$ cat src/rtl/instr_fetch.sv
// Instruction fetch unit: single-outstanding memory requests feeding a small instruction buffer.
// Define FETCH_ALIGN_CHK_EN to flag misaligned redirect targets instead of silently aligning them.
//
// state | meaning
// RUN   | normal fetching, requests issued while buffer space remains
// STALL | buffer plus in-flight word fills BUF_DEPTH, request only alongside a pop
// FLUSH | redirect taken with a response still in flight; that response is dropped
module instr_fetch #(
  parameter logic [31:0] RESET_PC  = 32'h0000_0000,
  parameter int          BUF_DEPTH = 2
) (
  input  logic        clk,
  input  logic        rst_n,
  output logic        imem_req,
  output logic [31:0] imem_addr,
  input  logic        imem_gnt,
  input  logic        imem_rvalid,
  input  logic [31:0] imem_rdata,
  output logic        dec_valid,
  input  logic        dec_ready,
  output logic [31:0] dec_instr,
  output logic [31:0] dec_pc,
  output logic [6:0]  dec_opcode,
  output logic [2:0]  dec_f3,
  output logic [6:0]  dec_f7,
  input  logic        br_taken,
  input  logic [31:0] br_target,
  output logic        fetch_err
);

  localparam int PW = (BUF_DEPTH == 4) ? 2 : 1;
  localparam int CW = PW + 2;

  typedef enum logic [1:0] {RUN = 2'd0, STALL = 2'd1, FLUSH = 2'd2} state_t;

  state_t        state;
  logic          live;
  logic          outstanding;
  logic          err;
  logic [31:0]   fetch_pc;
  logic [31:0]   out_pc;
  logic [31:0]   tgt;
  logic          misaligned;
  logic [CW-1:0] count;
  logic [CW-1:0] count_nxt;
  logic [CW-1:0] level;
  logic [PW-1:0] rd_ptr;
  logic [PW-1:0] wr_ptr;
  logic [31:0]   ibuf_instr [BUF_DEPTH];
  logic [31:0]   ibuf_pc    [BUF_DEPTH];
  logic          grant;
  logic          redirect;
  logic          push;
  logic          pop;
  logic          out_nxt;

`ifdef FETCH_ALIGN_CHK_EN
  assign tgt        = br_target;
  assign misaligned = |br_target[1:0];
  assign fetch_err  = err;
`else
  assign tgt        = br_target & 32'hFFFF_FFFC;
  assign misaligned = 1'b0;
  assign fetch_err  = 1'b0;
`endif

  always_comb begin
    grant     = imem_req & imem_gnt;
    redirect  = br_taken & (state != FLUSH);
    pop       = dec_valid & dec_ready & ~br_taken;
    push      = outstanding & imem_rvalid & ~br_taken & (state != FLUSH);
    level     = count + CW'(outstanding) - CW'(pop);
    count_nxt = count + CW'(push) - CW'(pop);
    out_nxt   = grant | (outstanding & ~imem_rvalid);
  end

  // Request is combinational on this cycle's pop and response so a depth-2 buffer streams one word per cycle.
  assign imem_req = live & ~err & (state != FLUSH) & (~outstanding | imem_rvalid)
                    & (level < CW'(BUF_DEPTH));
  assign imem_addr = fetch_pc;

  assign dec_valid  = (count != '0);
  assign dec_instr  = ibuf_instr[rd_ptr];
  assign dec_pc     = ibuf_pc[rd_ptr];
  assign dec_opcode = dec_instr[6:0];
  assign dec_f3     = dec_instr[14:12];
  assign dec_f7     = dec_instr[31:25];

  always_ff @(posedge clk or negedge rst_n) begin
    if (!rst_n) begin
      state       <= RUN;
      live        <= 1'b0;
      outstanding <= 1'b0;
      err         <= 1'b0;
      fetch_pc    <= RESET_PC;
      out_pc      <= '0;
      count       <= '0;
      rd_ptr      <= '0;
      wr_ptr      <= '0;
      for (int i = 0; i < BUF_DEPTH; i++) begin
        ibuf_instr[i] <= '0;
        ibuf_pc[i]    <= '0;
      end
    end else begin
      live <= 1'b1;
      if (grant) out_pc <= fetch_pc;
      if (redirect) begin
        count       <= '0;
        rd_ptr      <= '0;
        wr_ptr      <= '0;
        fetch_pc    <= tgt;
        outstanding <= out_nxt;
        state       <= out_nxt ? FLUSH : RUN;
        if (misaligned) err <= 1'b1;
      end else if (state == FLUSH) begin
        // Late redirects only retarget; a misaligned one must still block fetching.
        if (br_taken) begin
          fetch_pc <= tgt;
          if (misaligned) err <= 1'b1;
        end
        if (imem_rvalid) begin
          outstanding <= 1'b0;
          state       <= RUN;
        end
      end else begin
        if (grant) fetch_pc <= fetch_pc + 32'd4;
        outstanding <= out_nxt;
        count       <= count_nxt;
        if (push) begin
          ibuf_instr[wr_ptr] <= imem_rdata;
          ibuf_pc[wr_ptr]    <= out_pc;
          wr_ptr             <= wr_ptr + PW'(1);
        end
        if (pop) rd_ptr <= rd_ptr + PW'(1);
        state <= ((count_nxt + CW'(out_nxt)) == CW'(BUF_DEPTH)) ? STALL : RUN;
      end
    end
  end

endmodule

$ cat config.mk
export PLATFORM = sky130hd
export DESIGN_NAME = instr_fetch
export DESIGN_NICKNAME = d
export VERILOG_FILES = /design/src/rtl/instr_fetch.sv
export SDC_FILE = /design/constraint.sdc
export NUM_CORES = 1
export LEC_CHECK = 0
export ABC_AREA = 1
export CORE_AREA = 3 3 167 153
export CTS_CLUSTER_DIAMETER = 30
export DETAILED_ROUTE_END_ITERATION = 10
export DIE_AREA = 0 0 170 156
export PLACE_DENSITY = 0.62
export SETUP_SLACK_MARGIN = 0.02
export SLEW_MARGIN = 0
export SYNTH_ARGS = -nofsm -noshare
export SYNTH_HDL_FRONTEND = slang
export SYNTH_SLANG_ARGS = --single-unit
$ cat constraint.sdc
create_clock -name clk -period 5.4 [get_ports clk]
set_input_delay 1.08 -clock clk [delete_from_list [all_inputs] [get_ports clk]]
set_output_delay 1.08 -clock clk [all_outputs]
set_load 0.05 [all_outputs]
==> flow_summary.ini <==
[finish]
n_antenna_cell = 0
syn_to_final_growth_pct = 25.7
stdcell_count = 1727
multi_input_area_mm2 = 0.00383
fillCellCount = 2400
nets = 1482
drive_above_1_share = 0.0451
regArea_mm2 = 0.00483

[placed_design]
dp.cells = 1695
gp_congestion = 0.887
io_buffers = 178
dp_hpwl_um = 17100

[logic_synthesis]
ys_warn_count = 0
synth_seq_area_share = 0.508
synth-edff-count = 0
synthDominantCellAreaShare = 0.508
netlist_area_mm2 = 0.00951
synth_top_flop_cell = dfrtp_1
yosysTopAreaCell = dfrtp_1
synth_cells = 1274
ys_async_sr_fraction = 1.00
synth_most_common_cell = nand2_1
synth_common_cells = nand2_1, dfrtp_1, inv_1
ys_seq_elements = 193
postSynthAreaPerCell_um2 = 7.47
synth_cell_types = 31
synth.area.top_cells = dfrtp_1, nand2_1, o21ai_1

[die]
fp.dieH_um = 156
die_w_um = 170
coreArea_mm2 = 0.0241
dieArea_mm2 = 0.0265
io_pins = 186
start_util = 0.395
rows = 54

[power_and_ir_drop]
p_per_area_mw_per_mm2 = 641
switching_power_w = 0.00366
pwr-share-seq = 0.323
p_sw_frac = 0.477
p_leak_nw = 5.82
p_int_w = 0.00400
peakVddDrop_mv = 0.330
power_frac_clock = 0.170
combinationalPowerShare = 0.507

[critical_path]
cpLargestDelayFamily = buffers and inverters
end_kind = primary output
worstSetupStartpoint = br_taken
endpoint = imem_req
path_max_fanout = 6
crit_buf_inv = 4
r2r-end = imem_addr[21]
critPathRequiredTime_ns = 4.32
cp_slowest_cell = clkdlybuf4s50_1
crit_cells = 11
cpPeakStageDelay_ns = 0.63
start_kind = input port
worstSetupPathType = in2out
r2r_slack_ns = 1.75
r2r_start = count[1]
cp_cell_sequence = clkdlybuf4s50_1, nor2_1, nand2_1, inv_1, o21ai_0, fa_1, nand2_1, inv_1, nand3_1, nor2_1, buf_4
arrival_ns = 3.45
worstRegToRegCells = 18

[hold_path]
min_path_type = reg2reg

[drt]
antenna_left = 0
routedWlPerCell_um = 14.5
via_per_inst = 4.75
drtPass1Iterations = 6
vias = 8206
drc_errors = 0
drt-total-wl_um = 25000
drt_iter0_markers = 616

[sta]
final.setup.tns_ns = 0
setup_viol = 0
layout_worst_path_cycle_share = 0.840
fin_skew_ns = 0.0129
drv_slew = 0
hold_viol_final = 0
relSlewSlack = 0.394
tightestPinTransition_ns = 0.909
max_freq_ghz = 0.221
period_needed_ns = 4.53
rsz0062_at_grt = no

[clocking]
cts_resized = 0
clk_latency_ns = 0.42
cts_buffer_depth = 2
cts.sinks = 193
cts_buffers = 17
postCtsSetupBuffers = 0
clk_pin_slew_ns = 0.08
cts_max_level = 4
cts_root_buf = clkbuf_16
cts_tree = yes
ctsHoldBuffers = 0

[grt]
first_global_vias = 7774
gr-total-overflow = 0
grt.total_usage = 0.192
grt_max_degree = 82
grt_antenna_before_repair = 0
grt_pass1_wl_um = 40900

[job]
maxCapViolations = 0

[status]
outcome = complete, no violations
layer usage:
layer  part of all wire  wire [um]  global-route usage
met1               0.51      12800               0.293
met2               0.42      10400               0.285
met3              0.057       1440              0.0367
met4              0.011        280              0.0382
met5                  0          0                   0
stage by stage:
stage | total power, W | area [um^2] | setup slack [ns] | util | hold WS, ns
after global placement | 0.00634 | 11300 | 0.845 | 0.472 | 0.466
after detailed placement | 0.00640 | 11300 | 0.811 | 0.472 | 0.473
after floorplan | 0.00518 | 9530 | 1.39 | - | 0.453
final | 0.00766 | 12000 | 0.866 | 0.497 | 0.487
after CTS | 0.00772 | 12000 | 0.880 | 0.497 | 0.492
after global routing | 0.00820 | 12000 | 0.709 | 0.497 | 0.509
state kept, by name, indices dropped and copies added (netlist names):
register	count
out_pc	30
ibuf_instr	64
count	3
live	1
rd_ptr	1
outstanding	1
imem_addr	30
wr_ptr	1
state	2
ibuf_pc	60
placed cells by master (no fill, tap or decap), types with 2 or more instances in the layout:
cell type,synthesis,final
clkbuf_8,0,4
clkbuf_16,0,17
clkdlybuf4s50_1,0,176
fa_1,2,2
buf_4,23,12
o21ai_1,108,108
nand4_1,3,3
inv_1,111,111
clkinvlp_4,0,2
o21ai_2,2,2
bufinv_16,0,2
clkinv_4,0,2
o22ai_1,2,2
nand2_4,0,2
inv_6,0,4
inv_2,3,3
nand2_1,534,533
o21ai_0,64,64
dfrtp_1,193,192
a21oi_1,13,13
xor2_1,5,5
ha_1,4,4
conb_1,2,6
nor2_1,82,82
or2_2,7,7
nand3_1,48,47
xnor2_1,2,2
power by group through the flow:
stage / registers (W) / clock network, W / logic, W
detailed placement: 0.00249 / 0 / 0.00390
finish: 0.00248 / 0.00130 / 0.00388
global route: 0.00256 / 0.00141 / 0.00423
floorplan: 0.00271 / 0 / 0.00246
global placement: 0.00248 / 0 / 0.00385
CTS: 0.00247 / 0.00134 / 0.00391
layout make-up:
cell class                      instances  area share
Sequential cell                       193       0.404
Multi-Input combinational cell        890       0.320
Timing Repair Buffer                  189       0.156
Clock buffer                           20      0.0390
Inverter                              115      0.0361
Tap cell                              308      0.0322
Clock inverter                         12      0.0120
worst min-delay path, stage by stage, from the launching register on:
cell and delay [ns]:
dfrtp_1 0.34, nand2_1 0.05, o21ai_0 0.06
how the worst min path moves through the flow:
stage | start | end | slack [ns] | cells after the start
2_1_floorplan | out_pc[10] | out_pc[10] | 0.45 | 2
3_3_place_gp | ibuf_instr[35] | ibuf_instr[35] | 0.47 | 2
3_5_place_dp | ibuf_instr[41] | ibuf_instr[41] | 0.47 | 2
4_1_cts | ibuf_instr[41] | ibuf_instr[41] | 0.49 | 2
5_1_grt | ibuf_pc[3] | ibuf_pc[3] | 0.51 | 2
6_report | out_pc[8] | out_pc[8] | 0.49 | 2
kinds of logic (layout without fill, tap and decap cells):
kind of cell | after synthesis | after routing | synth area share
and+or+nand+nor | 681 | 681 | 0.281
buffers and inverters | 195 | 336 | 0.0930
DFF | 193 | 193 | 0.508
AOI/OAI and AO/OA | 190 | 190 | 0.101
xor gates and xnor gates | 7 | 7 | 0.00645
adders and majority gates | 6 | 6 | 0.00947
other | 2 | 6 | 0.000790
No activity file was read; power rests on OpenSTA's default activity.
